## src/rtl/decode_buffer.sv

```systemverilog
// -----------------------------------------------------------------------------
// decode_buffer
//   Two-entry in-order skid buffer between instruction fetch and decode.
//   Words are pushed from fetch and popped by decode. The head word is
//   presented on out_instr and broken into the standard MIPS-style fields.
//   NOP_WORD is presented on out_instr and the field outputs whenever the
//   buffer is empty.
//
//   Optional feature: define DECODE_PC_TRACK_EN to add in_pc/out_pc. The PC is
//   then stored alongside each word, and out_pc reads 32'h0 when the buffer is
//   empty.
//
// Ports
//   clock          sole clock, rising edge
//   reset_n        asynchronous active-low reset
//   in_instr       instruction word from fetch
//   in_valid       fetch presents a word
//   in_ready       buffer can accept a word (count < 2)
//   flush          discard every buffered word
//   out_valid      head entry holds a valid word
//   out_ready      decode consumes the head entry
//   out_instr      head word (NOP_WORD when empty)
//   out_opcode     out_instr[31:26]
//   out_rs         out_instr[25:21]
//   out_rt         out_instr[20:16]
//   out_rd         out_instr[15:11]
//   out_shamt      out_instr[10:6]
//   out_funct      out_instr[5:0]
//   out_immediate  out_instr[15:0]
//   in_pc/out_pc   PC of pushed/head word (DECODE_PC_TRACK_EN only)
//   out_count      number of occupied entries (0..2)
// -----------------------------------------------------------------------------
module decode_buffer #(
   parameter logic [31:0] NOP_WORD = 32'h0000_0000
) (
   input  logic        clock,
   input  logic        reset_n,
   input  logic [31:0] in_instr,
   input  logic        in_valid,
   output logic        in_ready,
   input  logic        flush,
   output logic        out_valid,
   input  logic        out_ready,
   output logic [31:0] out_instr,
   output logic [5:0]  out_opcode,
   output logic [4:0]  out_rs,
   output logic [4:0]  out_rt,
   output logic [4:0]  out_rd,
   output logic [4:0]  out_shamt,
   output logic [5:0]  out_funct,
   output logic [15:0] out_immediate,
`ifdef DECODE_PC_TRACK_EN
   input  logic [31:0] in_pc,
   output logic [31:0] out_pc,
`endif
   output logic [1:0]  out_count
);

   logic [31:0] instr_mem [2];
   logic        rd_ptr;
   logic        wr_ptr;
   logic [1:0]  count;
   logic        push;
   logic        pop;

   // Handshake terms depend only on registered count, so no path exists
   // from out_ready to in_ready.
   assign in_ready  = (count < 2'd2);
   assign out_valid = (count != 2'd0);
   assign push      = in_valid && in_ready;
   assign pop       = out_valid && out_ready;

   // Flush wins over any same-cycle push or pop.
   always_ff @(posedge clock or negedge reset_n) begin
      if (!reset_n) begin
         rd_ptr <= 1'b0;
         wr_ptr <= 1'b0;
         count  <= 2'd0;
      end else if (flush) begin
         rd_ptr <= 1'b0;
         wr_ptr <= 1'b0;
         count  <= 2'd0;
      end else begin
         if (push) wr_ptr <= ~wr_ptr;
         if (pop)  rd_ptr <= ~rd_ptr;
         case ({push, pop})
            2'b10:   count <= count + 2'd1;
            2'b01:   count <= count - 2'd1;
            default: count <= count;
         endcase
      end
   end

   // Storage has no reset. Its contents are masked whenever count is zero.
   always_ff @(posedge clock) begin
      if (push && !flush) instr_mem[wr_ptr] <= in_instr;
   end

   assign out_instr     = out_valid ? instr_mem[rd_ptr] : NOP_WORD;
   assign out_opcode    = out_instr[31:26];
   assign out_rs        = out_instr[25:21];
   assign out_rt        = out_instr[20:16];
   assign out_rd        = out_instr[15:11];
   assign out_shamt     = out_instr[10:6];
   assign out_funct     = out_instr[5:0];
   assign out_immediate = out_instr[15:0];
   assign out_count     = count;

`ifdef DECODE_PC_TRACK_EN
   logic [31:0] pc_mem [2];

   always_ff @(posedge clock) begin
      if (push && !flush) pc_mem[wr_ptr] <= in_pc;
   end

   assign out_pc = out_valid ? pc_mem[rd_ptr] : 32'h0;
`endif

endmodule

```

## config.mk

```make
export PLATFORM = sky130hd
export DESIGN_NAME = decode_buffer
export DESIGN_NICKNAME = d
export VERILOG_FILES = /design/src/rtl/decode_buffer.sv
export SDC_FILE = /design/constraint.sdc
export NUM_CORES = 1
export LEC_CHECK = 0
export CORE_ASPECT_RATIO = 0.9
export CORE_MARGIN = 3
export CORE_UTILIZATION = 47
export CTS_CLUSTER_DIAMETER = 120
export DETAILED_ROUTE_END_ITERATION = 7
export PLACE_DENSITY = 0.84
export SETUP_SLACK_MARGIN = 0.02
export SLEW_MARGIN = 20
export SYNTH_ARGS = -nofsm -noshare
export SYNTH_HDL_FRONTEND = slang
export SYNTH_SLANG_ARGS = --single-unit
export TNS_END_PERCENT = 1
```

## constraint.sdc

```tcl
create_clock -name clock -period 7.2 [get_ports clock]
set_input_delay 0.72 -clock clock [delete_from_list [all_inputs] [get_ports clock]]
set_output_delay 0.72 -clock clock [all_outputs]
set_load 0.005 [all_outputs]
```

[Word level (Yosys, flattened, before mapping)]
Memories as Yosys holds them, arrays and structs flattened.
Index checks and enable logic that the tools add are counted.
Word-level totals
  register bits: 4
  memory bits (writable): 64
  input port bits: 37
  output and inout bits: 84
  word-level logic and storage cells: 28
  memories kept: 1
Operators by class
  add/sub/neg operators: 2
  $lt $le $gt $ge: 1
  eq/ne operators: 2
  muxes and demuxes: 9
  bitwise logic cells: 2
  reductions and logical operators: 8
Memories
  instr_mem: words 2, width 32, rd ports 1, clocked after memory_dff 0, wr ports 1, RTL line 59  | logic [31:0] instr_mem [2];
Operator list (number)
  $mux 32: 1
  $mux 1: 6
  $reduce_bool 2->1: 3
  $pmux 2 s2: 1
  $logic_and 1x1->1: 3
  $reduce_bool 3->1: 1
  $add 2x1->2 const B: 1
  $eq 2x1->1 const B: 1
  $eq 2x2->1 const B: 1
  $lt 2x2->1 const B: 1
  $mux 2: 1
  $not 1->1: 2
  $sub 2x1->2 const B: 1
  $logic_not 1->1: 1

[Depth between registers and ports, before layout]
  depth in word-level cells: 5
  depth in mapped cells: 5
  depth with buffers taken out: 3

[Least setup slack after synthesis]
Ideal clock, no wire load.
  path kind: in2reg
  start point: in in_valid
  end point: mem instr_mem[1][0], enable pin
  library setup time: 0.468 ns
  data arrival time: 3.177 ns
  required time: 6.732 ns
  path slack: 3.555 ns
  cell stages on the path: 2
  path buffers: 0
  cells stage by stage: nand2b_4 -> nor3b_1
Between the ends
  cells in the longest elaborated chain, start to end: 4
RTL lines
  start, declared: RTL line 39  | input logic in_valid,
  $logic_and 1x1->1: RTL line 70  | assign push = in_valid && in_ready;
  $logic_and 1x1->1: RTL line 96  | if (push && !flush) instr_mem[wr_ptr] <= in_instr;
  $mux 1: RTL line 96
  $mux 1 (implied by the code): RTL line 96
  end, declared: RTL line 59
Every way passes these cells.

[Final worst setup path]
  start point: reg rd_ptr
  end point: out out_immediate[15]
Between the ends
  cells in the longest elaborated chain, start to end: 2
RTL lines
  start, declared: RTL line 60  | logic rd_ptr;
  start signal, assigned: RTL line 85  | if (pop) rd_ptr <= ~rd_ptr;
  $mem_v2 2x32
  $mux 32: RTL line 99  | assign out_instr = out_valid ? instr_mem[rd_ptr] : NOP_WORD;
  end, declared: RTL line 51  | output logic [15:0] out_immediate,
Every way passes these cells.

==> results.json <==
{
  "status": "finished clean",
  "fp-row-count": 27,
  "path_cells": "mux2i_1 -> nor2_1 -> clkdlybuf4s50_1",
  "hold_start": "wr_ptr",
  "fin_cells": 377,
  "netlist_area_mm2": 0.003009,
  "yosysSeqAreaShare_pct": 67.19,
  "yosys.area_share.simple_pct": 6.320,
  "drv_slew": 0,
  "max_freq_mhz": 332.5,
  "cts.reportedPaths.clkPinSlew_ps": 60,
  "cp.depth": 3,
  "die_h_um": 81.91,
  "rsz0062_at_grt": "no",
  "worstPathRequired_ps": 6480,
  "critPathKind": "reg2out",
  "crit_family": "flip-flops",
  "critPathMaxStageDelay_ps": 990,
  "vdd_ir_drop_max_uv": 142.3,
  "min_path_cells": 2,
  "fin_crit_ps": 3008,
  "min_to": "wr_ptr",
  "post_cts_resized": 0,
  "num_io_pins": 121,
  "synth_top_family_by_area": "buffers and inverters",
  "synthXorXnorAreaFrac_pct": 0.5821,
  "r2r_end": "instr_mem[1][28]",
  "coreArea_mm2": 0.006148,
  "synth-compound-area-share_pct": 0.7900,
  "grt_usage_pct": 15.17,
  "r2r-start": "out_count[1]",
  "setup_viol": 0,
  "cts_made_buffers": 9,
  "cts_setup_buffers": 0,
  "synth_fa_ha_area_share_pct": 0,
  "drt_iter0_drc": 55,
  "end_kind": "output port",
  "path_max_fanout": 33,
  "slew_headroom_pct": 36.89,
  "dp_hpwl_um": 3820,
  "ys_ff_latch": 68,
  "die_width_um": 90.35,
  "rr_worst_depth": 3,
  "start_util_pct": 48.94,
  "final_cell_mix": "clkdlybuf4s50_1, edfxtp_1, nor2_1",
  "drc_errors": 0,
  "arrival_ps": 2290,
  "cp_num_buf_inv": 1,
  "via_per_inst": 4.658,
  "synth.distinct_cells": 21,
  "cts_num_sinks": 68,
  "areaGrowthSynthToFinish_pct": 36.88,
  "via_count": 1756,
  "grt_max_degree": 34,
  "antennaDiodeCount": 0,
  "tightestPinTransition_ps": 946.7,
  "hold_viol_final": 0,
  "ys.warnings.count": 0,
  "dr.pass1.iters": 4,
  "avgSynthCellArea_um2": 14.61,
  "cp-start-kind": "flip-flop",
  "cts_tree": "built",
  "antenna_found_initial": 0,
  "finalSetupTns_ps": 0,
  "grt_pass1_vias": 1727,
  "grt_overflow": 0,
  "syn_inst": 206,
  "dp_cells": 361,
  "h-tree-depth": 3,
  "grt_pass1_wl_um": 8431,
  "min_path_type": "reg2reg",
  "gp_congestion": 0.6509,
  "ant_nets": 0,
  "period_share_pct": 41.78,
  "slowest_stage": "dfrtp_2",
  "muxShareOfSynthArea_pct": 11.02,
  "regToRegSetupSlack_ps": 5590,
  "dieArea_mm2": 0.007400,
  "finClkSkew_ps": 6.140,
  "layout.nets": 322,
  "drt-total-wl_um": 5416,
  "cts_root_buf": "clkbuf_8",
  "power.density_mw_per_mm2": 214.5,
  "leakagePower_nw": 1.372,
  "drv_cap": 0,
  "layout_commonest_cell": "clkdlybuf4s50_1",
  "layout-drive-gt1-share_pct": 8.276,
  "syn-num-nets": 243,
  "wl_per_cell_um": 14.37,
  "clock_latency_ps": 330,
  "io_buffers": 120,
  "cts_max_path_buffers": 2,
  "cts_hold_buf": 0
}
[flip-flops by register name, indices dropped and copies added, names as in the netlist]
signal and flops:
instr_mem 64, out_count 2, rd_ptr 1, wr_ptr 1
[cell families after synthesis]
family | count (synthesis)
AO/OA/AOI/OAI | 4
XOR/XNOR | 2
buffers and inverters | 57
flip-flops | 68
multiplexers | 33
AND/OR/NAND/NOR | 42
[worst max path at each step]
stage                   from                 to
global placement      rd_ptr  out_immediate[11]
global route          rd_ptr  out_immediate[15]
finish                rd_ptr  out_immediate[15]
CTS                   rd_ptr  out_immediate[15]
floorplan           in_valid    instr_mem[1][0]
detailed placement    rd_ptr  out_immediate[15]
[area by class of cell]
| cell class | instances | area [um^2] |
|---|---|---|
| sequential | 68 | 2023 |
| fill | 468 | 2029 |
| timing repair buffer | 123 | 1224 |
| clock buffer | 10 | 127.6 |
| tap | 87 | 108.9 |
| clock inverter | 6 | 55.05 |
| inverter | 2 | 7.507 |
| multi-input combinational | 81 | 573.1 |
[report_power, final]
part,internal [W],leakage [nW],switching [W]
clock network,0.000156,0.0911,0.000130
logic,0.0000858,0.642,0.0000484
registers,0.000451,0.639,0.0000118
total,0.000693,1.37,0.000191
[routing by layer]
| layer | routed length [um] | vias to the layer above | track usage (%) |
|---|---|---|---|
| met2 | 2766 | 90 | 26.40 |
| met1 | 2146 | 818 | 16.63 |
| met4 | 89 | 0 | 7.187 |
| li1 | - | 838 | - |
| met3 | 414 | 10 | 5.952 |
| met5 | 0 | - | 0 |
[stage by stage]
step	setup slack, ps	instance area [um^2]	utilization, %	total power [W]	hold WS (ps)
final	4192	4119	66.99	0.0008836	582.6
after CTS	4140	4119	66.99	0.0008946	578.1
after global placement	4576	3936	64.02	0.0006026	556.9
after floorplan	3555	3009	-	0.0005399	424.4
after global routing	3957	4119	66.99	0.0009260	582.7
after detailed placement	4534	3936	64.02	0.0006075	574.5
[synth_stat cells, drive strengths merged]
master  instances  area, um^2
edfxtp         64        1922
buf            55       416.6
nor2           35       133.9
mux2i          32       320.3
dfrtp           4       100.1
a21oi           2       13.76
inv             2       7.510
nand2b          2       20.02
nor2b           2       20.02
o21ai           2       10.01
xor2            2       17.52
mux2            1       11.26
nand2           1       3.750
nor3            1       5.000
nor3b           1       7.510
[tightest hold or removal path, stage by stage (launching register included)]
cell and delay (ps):
dfrtp_1 390, xor2_1 80, nor2_1 70
No activity file was read; power rests on OpenSTA's default activity.
